[src/rtl/cam_array_ctrl_if.sv]
// Request/response handshake bundle between a system-side client and the CAM controller.
// The client uses the master modport and the controller uses the slave modport.
interface cam_array_ctrl_if #(
  parameter int AW    = 3,
  parameter int WIDTH = 8
);
  logic             req_valid;
  logic             req_ready;
  logic             req_op;
  logic [AW-1:0]    req_addr;
  logic [WIDTH-1:0] req_data;
  logic             rsp_valid;
  logic             rsp_ready;
  logic             rsp_hit;
  logic [AW-1:0]    rsp_addr;
  logic             rsp_multi;

  modport master (
    output req_valid, req_op, req_addr, req_data, rsp_ready,
    input  req_ready, rsp_valid, rsp_hit, rsp_addr, rsp_multi
  );

  modport slave (
    input  req_valid, req_op, req_addr, req_data, rsp_ready,
    output req_ready, rsp_valid, rsp_hit, rsp_addr, rsp_multi
  );
endinterface

[src/rtl/cam_array_ctrl.sv]
// CAM array controller: sequences word-line write cycles and precharge/evaluate/sample
// search cycles onto a WORDS x WIDTH CAM array, with a priority-encoded search result.
module cam_array_ctrl #(
  parameter int WORDS       = 8,
  parameter int WIDTH       = 8,
  parameter int AW          = $clog2(WORDS),
  parameter int WR_CYCLES   = 2,
  parameter int PRE_CYCLES  = 1,
  parameter int EVAL_CYCLES = 2
) (
  input  logic             clk,
  input  logic             rst_n,
  cam_array_ctrl_if.slave  bus,
  output logic [WIDTH-1:0] DL,
  output logic [WIDTH-1:0] DLB,
  output logic [WORDS-1:0] WLWR,
  output logic [WIDTH-1:0] CAMData,
  output logic             ML_PRE,
  input  logic [WORDS-1:0] MATCH,
  output logic             busy
);

  localparam int MAXC_A = (WR_CYCLES > PRE_CYCLES) ? WR_CYCLES : PRE_CYCLES;
  localparam int MAXC   = (MAXC_A > EVAL_CYCLES) ? MAXC_A : EVAL_CYCLES;
  localparam int CW     = $clog2(MAXC + 1);

  typedef enum logic [2:0] {
    IDLE, WR_SETUP, WR_PULSE, WR_HOLD, S_PRE, S_EVAL, S_SAMPLE, S_RESP
  } state_t;

  state_t           state, state_nx;
  logic [CW-1:0]    cnt, cnt_nx;
  logic [AW-1:0]    addr_q, addr_nx;
  logic [WIDTH-1:0] data_q, data_nx;
  logic             accept;
  logic [WIDTH-1:0] dl_nx, cam_nx;
  logic [WORDS-1:0] wl_nx;

  function automatic logic [AW-1:0] lowest_idx(input logic [WORDS-1:0] m);
    logic [AW-1:0] idx;
    idx = '0;
    for (int i = WORDS - 1; i >= 0; i--) begin
      if (m[i]) idx = AW'(i);
    end
    return idx;
  endfunction

  function automatic logic more_than_one(input logic [WORDS-1:0] m);
    return (m & (m - WORDS'(1))) != '0;
  endfunction

  // Next state and the shared duty-cycle counter, reloaded on every timed-state entry
  always_comb begin
    state_nx = state;
    cnt_nx   = cnt;
    accept   = (state == IDLE) && bus.req_valid;
    case (state)
      IDLE: begin
        if (accept) begin
          if (bus.req_op) begin
            state_nx = WR_SETUP;
          end else begin
            state_nx = S_PRE;
            cnt_nx   = CW'(PRE_CYCLES - 1);
          end
        end
      end
      WR_SETUP: begin
        state_nx = WR_PULSE;
        cnt_nx   = CW'(WR_CYCLES - 1);
      end
      WR_PULSE: begin
        if (cnt == '0) state_nx = WR_HOLD;
        else           cnt_nx   = cnt - CW'(1);
      end
      WR_HOLD:  state_nx = IDLE;
      S_PRE: begin
        if (cnt == '0) begin
          state_nx = S_EVAL;
          cnt_nx   = CW'(EVAL_CYCLES - 1);
        end else begin
          cnt_nx = cnt - CW'(1);
        end
      end
      S_EVAL: begin
        if (cnt == '0) state_nx = S_SAMPLE;
        else           cnt_nx   = cnt - CW'(1);
      end
      S_SAMPLE: state_nx = S_RESP;
      S_RESP: begin
        if (bus.rsp_ready) state_nx = IDLE;
      end
      default:  state_nx = IDLE;
    endcase
  end

  // Outputs are registered from the upcoming state so each flop reflects the state it lives in
  always_comb begin
    addr_nx = accept ? bus.req_addr : addr_q;
    data_nx = accept ? bus.req_data : data_q;
    dl_nx   = '0;
    cam_nx  = '0;
    wl_nx   = '0;
    if (state_nx == WR_SETUP || state_nx == WR_PULSE || state_nx == WR_HOLD) dl_nx = data_nx;
    if (state_nx == WR_PULSE) wl_nx = WORDS'(1) << addr_nx;
    if (state_nx == S_PRE || state_nx == S_EVAL || state_nx == S_SAMPLE) cam_nx = data_nx;
  end

  always_ff @(posedge clk) begin
    addr_q <= addr_nx;
    data_q <= data_nx;
  end

  always_ff @(posedge clk or negedge rst_n) begin
    if (!rst_n) begin
      state         <= IDLE;
      cnt           <= '0;
      DL            <= '0;
      DLB           <= '1;
      WLWR          <= '0;
      CAMData       <= '0;
      ML_PRE        <= 1'b0;
      busy          <= 1'b0;
      bus.req_ready <= 1'b1;
      bus.rsp_valid <= 1'b0;
      bus.rsp_hit   <= 1'b0;
      bus.rsp_addr  <= '0;
      bus.rsp_multi <= 1'b0;
    end else begin
      state         <= state_nx;
      cnt           <= cnt_nx;
      DL            <= dl_nx;
      DLB           <= ~dl_nx;
      WLWR          <= wl_nx;
      CAMData       <= cam_nx;
      ML_PRE        <= (state_nx == S_PRE);
      busy          <= (state_nx != IDLE);
      bus.req_ready <= (state_nx == IDLE);
      bus.rsp_valid <= (state_nx == S_RESP);
      if (state == S_SAMPLE) begin
        bus.rsp_hit   <= |MATCH;
        bus.rsp_addr  <= lowest_idx(MATCH);
        bus.rsp_multi <= more_than_one(MATCH);
      end
    end
  end

endmodule

[src/flat_wrapper.sv]
// flat-port wrapper written by rule: the top's interface ports become plain ports
module cam_array_ctrl_flat 
#(
  parameter int WORDS       = 8,
  parameter int WIDTH       = 8,
  parameter int AW          = $clog2(WORDS),
  parameter int WR_CYCLES   = 2,
  parameter int PRE_CYCLES  = 1,
  parameter int EVAL_CYCLES = 2
)
  (clk, rst_n, DL, DLB, WLWR, CAMData, ML_PRE, MATCH, busy, bus_req_valid, bus_req_op, bus_req_addr, bus_req_data, bus_rsp_ready, bus_req_ready, bus_rsp_valid, bus_rsp_hit, bus_rsp_addr, bus_rsp_multi);
  cam_array_ctrl_if #(.AW(AW), .WIDTH(WIDTH)) bus_i ();
  input  logic clk;
  input  logic rst_n;
  output logic [WIDTH-1:0] DL;
  output logic [WIDTH-1:0] DLB;
  output logic [WORDS-1:0] WLWR;
  output logic [WIDTH-1:0] CAMData;
  output logic ML_PRE;
  input  logic [WORDS-1:0] MATCH;
  output logic busy;
  input wire logic [$bits(bus_i.req_valid)-1:0] bus_req_valid;
  input wire logic [$bits(bus_i.req_op)-1:0] bus_req_op;
  input wire logic [$bits(bus_i.req_addr)-1:0] bus_req_addr;
  input wire logic [$bits(bus_i.req_data)-1:0] bus_req_data;
  input wire logic [$bits(bus_i.rsp_ready)-1:0] bus_rsp_ready;
  output wire logic [$bits(bus_i.req_ready)-1:0] bus_req_ready;
  output wire logic [$bits(bus_i.rsp_valid)-1:0] bus_rsp_valid;
  output wire logic [$bits(bus_i.rsp_hit)-1:0] bus_rsp_hit;
  output wire logic [$bits(bus_i.rsp_addr)-1:0] bus_rsp_addr;
  output wire logic [$bits(bus_i.rsp_multi)-1:0] bus_rsp_multi;
  assign bus_i.req_valid = bus_req_valid;
  assign bus_i.req_op = bus_req_op;
  assign bus_i.req_addr = bus_req_addr;
  assign bus_i.req_data = bus_req_data;
  assign bus_i.rsp_ready = bus_rsp_ready;
  assign bus_req_ready = bus_i.req_ready;
  assign bus_rsp_valid = bus_i.rsp_valid;
  assign bus_rsp_hit = bus_i.rsp_hit;
  assign bus_rsp_addr = bus_i.rsp_addr;
  assign bus_rsp_multi = bus_i.rsp_multi;
  cam_array_ctrl #(.WORDS(WORDS), .WIDTH(WIDTH), .AW(AW), .WR_CYCLES(WR_CYCLES), .PRE_CYCLES(PRE_CYCLES), .EVAL_CYCLES(EVAL_CYCLES)) u_core (.clk(clk), .rst_n(rst_n), .bus(bus_i), .DL(DL), .DLB(DLB), .WLWR(WLWR), .CAMData(CAMData), .ML_PRE(ML_PRE), .MATCH(MATCH), .busy(busy));
endmodule
[config.mk]
export PLATFORM = sky130hd
export DESIGN_NAME = cam_array_ctrl_flat
export DESIGN_NICKNAME = d
export VERILOG_FILES = /design/src/rtl/cam_array_ctrl_if.sv /design/src/rtl/cam_array_ctrl.sv /design/src/flat_wrapper.sv
export SDC_FILE = /design/constraint.sdc
export NUM_CORES = 1
export LEC_CHECK = 0
export CAP_MARGIN = 20
export CORE_MARGIN = 4
export CORE_UTILIZATION = 47
export DETAILED_ROUTE_END_ITERATION = 6
export PLACE_DENSITY = 0.78
export SYNTH_ARGS = -nofsm -noshare
export SYNTH_HDL_FRONTEND = slang
export SYNTH_SLANG_ARGS = --single-unit
[constraint.sdc]
create_clock -name clk -period 3 [get_ports clk]
set_clock_uncertainty 0.1 [all_clocks]
set_input_delay 0.45 -clock clk [delete_from_list [all_inputs] [get_ports clk]]
set_output_delay 0.45 -clock clk [all_outputs]
set_load 0.005 [all_outputs]
# Word level (Yosys, flattened, before mapping)
# Index checks and enable logic that the tools add are counted.
op_classes:
  add_sub_neg: 2
  eq_ne: 17
  n_shift: 1
  muxes: 25
  n_bitwise: 2
  n_reduce_logical: 14
ops:
  columns: ["cell", "n"]
  rows:
  - ["$mux 3", 15]
  - ["$mux 8", 4]
  - ["$eq 3x3->1 const B", 8]
  - ["$pmux 3 s8", 1]
  - ["$eq 3x2->1 const B", 4]
  - ["$and 8x8->8", 1]
  - ["$mux 2", 4]
  - ["$not 8->8", 1]
  - ["$pmux 2 s4", 1]
  - ["$reduce_bool 8->1", 1]
  - ["$reduce_or 8->1", 1]
  - ["$shl 1x3->8 const A", 1]
  - ["$sub 8x1->8 const B", 1]
  - ["$eq 3x1->1 const B", 2]
  - ["$logic_not 3->1", 2]
  - ["$logic_or 1x1->1", 4]
  - ["$ne 2x2->1 const B", 2]
  - ["$reduce_and 4->1", 1]
  - ["$reduce_bool 4->1", 1]
  - ["$reduce_bool 3->1", 1]
  - ["$logic_not 2->1", 1]
  - ["$ne 2x1->1 const B", 1]
  - ["$reduce_or 2->1", 1]
  - ["$sub 2x1->2 const B", 1]
  - ["$logic_and 1x1->1", 1]
word_totals:
  register_bits: 57
  inputBits: 24
  output_inout_bits: 41
  elab_cells: 76

# Longest topological paths before layout
# Gate-level depths: netlist of run 1.
depth:
  ltp_word: 9
  mapped_depth: 8
  mapped_depth_nobuf: 7

# Worst setup path before layout of run 1
# No wires, ideal clock.
synth_timing:
  path_type: "input to register"
  startpoint: "input MATCH[0]"
  endpoint: "register u_core.bus.rsp_multi"
  t_arrival_ps: 1526
  t_required_ps: 2759
  setup_slack_ps: 1234
  path_stages: 4
  n_path_buf: 0
  path_cell_list: "or4_4 -> a211o_1 -> a21oi_2 -> o221ai_2"
synth_between:
  elab_chain_len: 3
synth_rtl:
  columns: ["item", "line_no", "source"]
  rows:
  - ["start, declared", "flat_wrapper.sv:20", "input logic [WORDS-1:0] MATCH;"]
  - ["$sub 8x1->8", "cam_array_ctrl.sv:49", "return (m & (m - WORDS'(1))) != '0;"]
  - ["$and 8x8->8 *", "cam_array_ctrl.sv:49", null]
  - ["$reduce_bool 8->1 *", "cam_array_ctrl.sv:49", null]
  - ["end signal, assigned", "cam_array_ctrl.sv:143", "bus.rsp_multi <= more_than_one(MATCH);"]
  - ["end, declared", "cam_array_ctrl_if.sv:25", "output req_ready, rsp_valid, rsp_hit, rsp_addr, rsp_multi"]
# Mark *: on every way between the ends. The rest lies on a longest branch, timed or not.
# A chain may end at the register's enable or synchronous reset.

# Final worst setup path of run 1
layout_timing:
  startpoint: "register u_core.state[2]"
  endpoint: "register u_core.bus.req_ready"
layout_between:
  elab_chain_len: 5
layout_rtl:
  columns: ["item", "line_no", "source"]
  rows:
  - ["start, declared", "cam_array_ctrl.sv:31", "state_t state, state_nx;"]
  - ["start signal, assigned", "cam_array_ctrl.sv:130", "state <= state_nx;"]
  - ["$logic_not 3->1", "cam_array_ctrl.sv:56, cam_array_ctrl.sv:57", null]
  - ["$logic_and 1x1->1", "cam_array_ctrl.sv:56", "accept = (state == IDLE) && bus.req_valid;"]
  - ["$mux 3", "cam_array_ctrl.sv:59", "if (accept) begin"]
  - ["$pmux 3 s8 *", "cam_array_ctrl.sv:57", "case (state)"]
  - ["named net u_core.state_nx[0]", "cam_array_ctrl.sv:31", null]
  - ["$logic_not 3->1 *", "cam_array_ctrl.sv:138", "bus.req_ready <= (state_nx == IDLE);"]
  - ["end signal, assigned", "cam_array_ctrl.sv:138", null]
  - ["end, declared", "cam_array_ctrl_if.sv:25", null]
# Mark *: on every way through the listed nets, which the timed path passes. The rest lies on a longest branch.

==> metrics.yaml, run 1 <==
floorplan:
  ioPinCount: 65
  start_util: 0.496
  die_h_um: 79.5
  rows: 25
  core_area_um2: 4850
  chipWidth_um: 79.5
  die_area_um2: 6320
yosys:
  synth.yosys.seq_area_share: 0.575
  ys_warn_count: 0
  yosys-top-cells-count: "37 x dfrtp_1, 17 x a21oi_1, 16 x nor2_1, 12 x nand2_1"
  netlist_area_um2: 2400
  ys_async_sr_fraction: 0.807
  yosysUniqueCellTypes: 47
  synth_top_area_share: 0.385
  synthTopCellsByArea: "dfrtp_1 39%, dfstp_2 9.8%, dfxtp_1 9.2%, mux2_4 5.0%, a21oi_1 3.5%"
  synth_seq_cells: 57
  avgSynthCellArea_um2: 11.5
  synth_cells: 209
  syn-num-nets: 235
  synth-edff-count: 0
  synth.most_common_cell: "dfrtp_1"
  ys.flop_type: "dfrtp_1"
  synth_largest_area_cell: "dfrtp_1"
grt:
  grt_max_degree: 47
  overflow: 0
  grt_pass1_vias: 1739
  grt_pass1_wl_um: 8440
  grt_use_total: 0.176
  antenna_found_initial: 0
power_and_ir_drop:
  powerDensity_nw_per_um2: 1040
  power_mw: 3.45
  ir_drop_mv: 0.584
  p_leak_nw: 1.40
clock_network:
  cts.sinks: 57
  cts.path.max_buffers: 2
  cts_tree: "built"
  clk_latency_ns: 0.33
  ctsResizeCount: 0
  cts-root-buf: "clkbuf_8"
  cts.clk_slew.worst_paths_ns: 0.07
  post_cts_buffers: 0
  cts_buffers: 9
  h-tree-depth: 3
  hold_buffers: 0
drt:
  ant_nets: 0
  wl_met3_um: 258
  drt-vias-per-instance: 5.01
  drt_iter0_markers: 106
  top_layer: "met4"
  wl_met1_um: 2310
  routed_wl_um: 5020
  route.detailed.drc: 0
  dr.pass1.iters: 4
  routedWlPerCell_um: 14.4
  vias: 1747
  wl_met2_um: 2390
sta:
  hold_viol_final: 0
  slew-limit-headroom: 0.578
  maxSlewViolCount: 0
  setup_tns_ns: 0
  grt_setup_unrepaired: "false"
  period_share: 0.705
  max_freq_mhz: 473
  setup_viol: 0
  hold_slack_ns: 0.363
  worst_pin_slew_ns: 0.632
  period_minus_slack_ns: 2.12
hold_path:
  min_path_type: "input pin to async pin"
setup_path:
  crit_type: "register to register"
  startpoint_type: "register"
  cpPeakStageDelay_ns: 0.69
  crit_required_ns: 3.15
  crit_path_end_kind: "register"
  crit_path_max_fanout: 18
  critPathSlowestCell: "dfrtp_1"
  arrival_ns: 2.26
  path_cells: "nand4bb_1 -> a21oi_1 -> nor3_4 -> inv_1 -> nor3_1"
finish:
  areaGrowthSynthToFinish_pct: 37.6
  drive_gt1_frac: 0.167
  num-nets-final: 303
  antenna_cells: 0
flow_run:
  cap_violations: 0
place:
  io_buffer_count: 64
  gp_congestion: 0.786
  dp_hpwl_um: 3540
status:
  status: "finished clean"
-- final timing paths --
check / end / depth (start not counted) / from / slack, ns
setup / recovery: u_core.bus.req_ready / 5 / u_core.state[2] / 0.88
hold / removal: u_core.busy / 2 / rst_n / 0.36
min in group clk: u_core.bus.rsp_addr[1] / 2 / u_core.bus.rsp_addr[1] / 0.39
hold reg to reg: u_core.bus.rsp_addr[1] / 2 / u_core.bus.rsp_addr[1] / 0.39
max in group asynchronous: u_core.DLB[1] / 3 / rst_n / 1.94
setup reg to reg: u_core.bus.req_ready / 5 / u_core.state[2] / 0.88
-- sequential cells by signal (all words and copies together), names as in the netlist --
signal                count
u_core.CAMData            8
u_core.DLB                8
u_core.DL                 8
u_core.WLWR               8
u_core.data_q             8
u_core.addr_q             3
u_core.bus.rsp_addr       3
u_core.state              3
u_core.cnt                2
u_core.ML_PRE             1
u_core.bus.req_ready      1
u_core.bus.rsp_hit        1
u_core.bus.rsp_multi      1
u_core.bus.rsp_valid      1
u_core.busy               1
-- worst max-delay path: cells and delay by family (launching register included) --
kind / cells / cell delay (ns)
AOI/OAI and AO/OA: 1 / 0.11
and+or+nand+nor: 3 / 0.97
DFF: 1 / 0.69
buffers and inverters: 1 / 0.15
-- metal layers --
metal / GRT usage / vias up
met2: 0.270 / 48
li1: - / 859
met5: 0 / -
met3: 0.0497 / 6
met1: 0.228 / 834
met4: 0.0825 / 0
-- where the power goes --
part | internal, mW | total, mW | switching [mW]
combinational | 0.736 | 1.38 | 0.649
clock | 0.467 | 0.773 | 0.307
sequential | 1.10 | 1.29 | 0.192
-- cell usage in the layout (no fill, tap or decap), types with 5 or more instances in the layout --
| cell type | synthesis | final |
|---|---|---|
| clkdlybuf4s50_1 | 0 | 63 |
| nand2_1 | 12 | 12 |
| a21o_1 | 9 | 9 |
| dfstp_2 | 9 | 9 |
| nand2b_1 | 5 | 5 |
| nor3_1 | 5 | 5 |
| nand3_1 | 9 | 9 |
| inv_1 | 9 | 9 |
| dfxtp_1 | 11 | 11 |
| nor2_1 | 16 | 16 |
| a21oi_1 | 17 | 17 |
| clkbuf_8 | 0 | 9 |
| o21ai_0 | 5 | 5 |
| dfrtp_1 | 37 | 37 |
| mux2_4 | 8 | 8 |
| nor2b_1 | 11 | 11 |
-- cell type report --
| cell class | instances | area, um2 |
|---|---|---|
| Fill cell | 388 | 1540 |
| Sequential cell | 57 | 1380 |
| Multi-Input combinational cell | 133 | 916 |
| Timing Repair Buffer | 67 | 673 |
| Clock buffer | 9 | 124 |
| Clock inverter | 7 | 93.8 |
| Tap cell | 67 | 83.8 |
| Inverter | 9 | 33.8 |
-- logic make-up (layout without fill, tap and decap cells) --
kind of cell / after synthesis / after routing / synth area share
AOI/OAI and AO/OA: 47 / 47 / 0.134
adders and majority gates: 3 / 3 / 0.0146
buffers and inverters: 19 / 92 / 0.0437
DFF: 57 / 57 / 0.575
muxes: 11 / 11 / 0.0630
and+or+nand+nor: 72 / 72 / 0.170
-- through the flow --
stage | instance area, um2 | setup WS [ns] | utilization | instances
floorplan | 2400 | 1.23 | - | 209
global placement | 3060 | 0.728 | 0.631 | 331
finish | 3310 | 0.885 | 0.682 | 349
CTS | 3280 | 0.858 | 0.676 | 347
detailed placement | 3060 | 0.667 | 0.631 | 331
global route | 3310 | 0.659 | 0.682 | 349
(Power assumes the default switching activity.)
==> inputs of run 2 (changes only) <==
CORE_UTILIZATION = 43   (was 47)
PLACE_DENSITY = 0.75   (was 0.78)
clock period = 1.9 ns   (was 3 ns; I/O delays follow)
==> metrics.yaml, run 2 (synthesis gave the netlist of run 1 again) <==
power_and_ir_drop:
  p_int_mw: 3.91  # +70%
  ir_drop_mv: 0.895  # +53%
  clock_power_share: 0.222  # -0.002
  p_sw_mw: 1.84  # +61%
  seq_power_share: 0.335  # -0.040
  p_comb_frac: 0.443  # +0.042
  p_leak_nw: 1.49  # +5.9%
  switching_share: 0.320  # -0.0120
  power_mw: 5.75  # +67%
  powerDensity_nw_per_um2: 1660  # +59%
clock_network:
  cts.path.max_buffers: 2  # unchanged
  cts_tree: "built"
  cts-root-buf: "clkbuf_8"
  cts.clk_slew.worst_paths_ns: 0.07  # about the same
  cts.sinks: 57  # unchanged
  clk_latency_ns: 0.34  # about the same
  post_cts_buffers: 0  # unchanged
  cts_buffers: 9  # unchanged
  h-tree-depth: 3  # unchanged
finish:
  fin_cells: 367  # +5.2%
  layout_common_cells: "63 x clkdlybuf4s50_1, 36 x dfrtp_1, 16 x a21oi_1, 16 x nor2_1, 15 x buf_4"
  drive_gt1_frac: 0.222  # +0.0556
  antenna_cells: 0  # unchanged
  num-nets-final: 318  # +5.0%
  layout_commonest_cell: "clkdlybuf4s50_1"
  areaGrowthSynthToFinish_pct: 43.8
grt:
  grt_use_total: 0.166  # -0.00918
  grt_pass1_vias: 1772  # +1.9%
  grt_pass1_wl_um: 8180  # -3.0%
  grt_max_degree: 22  # -53%
  overflow: 0  # unchanged
  antenna_found_initial: 0  # unchanged
setup_path:
  worst-path-buf-inv: 1  # unchanged
  crit_path_max_fanout: 14  # -4
  critPathSlowestCell: "dfrtp_2"
  worstRegToRegCells: 5  # unchanged
  crit_path_start: "u_core.state[2]"
  worstSetupPathDepth: 5  # unchanged
  cpPeakStageDelay_ns: 0.45  # -0.24 ns
  startpoint_type: "register"
  crit_type: "register to register"
  crit_required_ns: 2.06  # -1.09 ns
  path_cells: "buf_4 -> or2_1 -> a22o_1 -> or3_1 -> a22oi_1"
  crit_path_end_kind: "register"
  cpLargestDelayFamily: "simple AND/OR/NAND/NOR gates"
  arrival_ns: 1.94  # -0.32 ns
  r2r_start: "u_core.state[2]"
floorplan:
  ioPinCount: 65  # unchanged
  die_h_um: 82.8  # +4.1%
  die_area_um2: 6850  # +8.4%
  chipWidth_um: 82.8  # +4.1%
  core_area_um2: 5270  # +8.7%
  rows: 26  # +4.0%
  start_util: 0.456  # -0.0397
flow_run:
  cap_violations: 0  # unchanged
sta:
  setup_tns_ns: 0  # unchanged
  period_share: 0.938  # +0.233
  hold_slack_ns: 0.320  # -0.0430 ns
  period_minus_slack_ns: 1.78  # -0.332 ns
  max_freq_mhz: 561  # +19%
  maxSlewViolCount: 0  # unchanged
  grt_setup_unrepaired: "false"
  setup_viol: 0  # unchanged
  hold_viol_final: 0  # unchanged
  slew-limit-headroom: 0.583  # +0.00586
  worst_pin_slew_ns: 0.624  # -0.00803 ns
drt:
  route.detailed.drc: 0  # unchanged
  dr.pass1.iters: 4  # unchanged
  vias: 1816  # +3.9%
  drt_iter0_markers: 61  # -42%
  drt-vias-per-instance: 4.95  # -1.1%
  routedWlPerCell_um: 13.8  # -4.1%
  ant_nets: 0  # unchanged
  routed_wl_um: 5070  # +0.90%
status:
  status: "finished clean"
place:
  dp_hpwl_um: 3750  # +5.8%
  gp_congestion: 0.770  # -2.0%
  dp_cells: 350  # +5.7%
  io_buffer_count: 64  # unchanged
hold_path:
  min_path_type: "input pin to async pin"
## run 2: power by group through the flow
stage / sequential [mW] / clock [mW] / combinational (mW)
2_1_floorplan: 1.95 / 0 / 1.43
3_3_place_gp: 1.94 / 0 / 2.49
3_5_place_dp: 1.95 / 0 / 2.54
4_1_cts: 1.93 / 1.30 / 2.55
5_1_grt: 1.98 / 1.36 / 2.81
6_report: 1.93 / 1.28 / 2.55
## run 2: metrics by stage
stage	util	setup WS (ns)	instance area, um2
floorplan	-	0.257	2400
global placement	0.609	-0.148	3210
detailed placement	0.609	-0.182	3210
CTS	0.654	0.0655	3450
global route	0.656	0.00361	3460
finish	0.656	0.117	3460
## run 2: timing repair
item,in CTS,in global routing
endpoints found under the setup margin,0,10
hold endpoints to repair,14,0
hold buffers,1,0
resized for setup,0,4
## run 2: metal layers
layer	routed length (um)	global-route usage	vias to the layer above
li1	-	-	893
met1	2150	0.200	863
met2	2510	0.260	48
met3	295	0.0672	12
met4	106	0.0784	0
met5	0	0	-
## run 2: cell type report
| class | count | area [um2] |
|---|---|---|
| Sequential cell | 57 | 1380 |
| Multi-Input combinational cell | 133 | 925 |
| Fill cell | 431 | 1810 |
| Timing Repair Buffer | 82 | 798 |
| Clock buffer | 11 | 151 |
| Tap cell | 70 | 87.6 |
| Inverter | 9 | 33.8 |
| Clock inverter | 5 | 77.6 |
## run 2: final timing paths
path	endpoint	slack (ns)
max	u_core.cnt[0]	0.12
min	u_core.CAMData[1]	0.32
max reg2reg	u_core.cnt[0]	0.12
min reg2reg	u_core.data_q[4]	0.38
max in group asynchronous	u_core.DLB[1]	0.73
min in group clk	u_core.data_q[4]	0.38
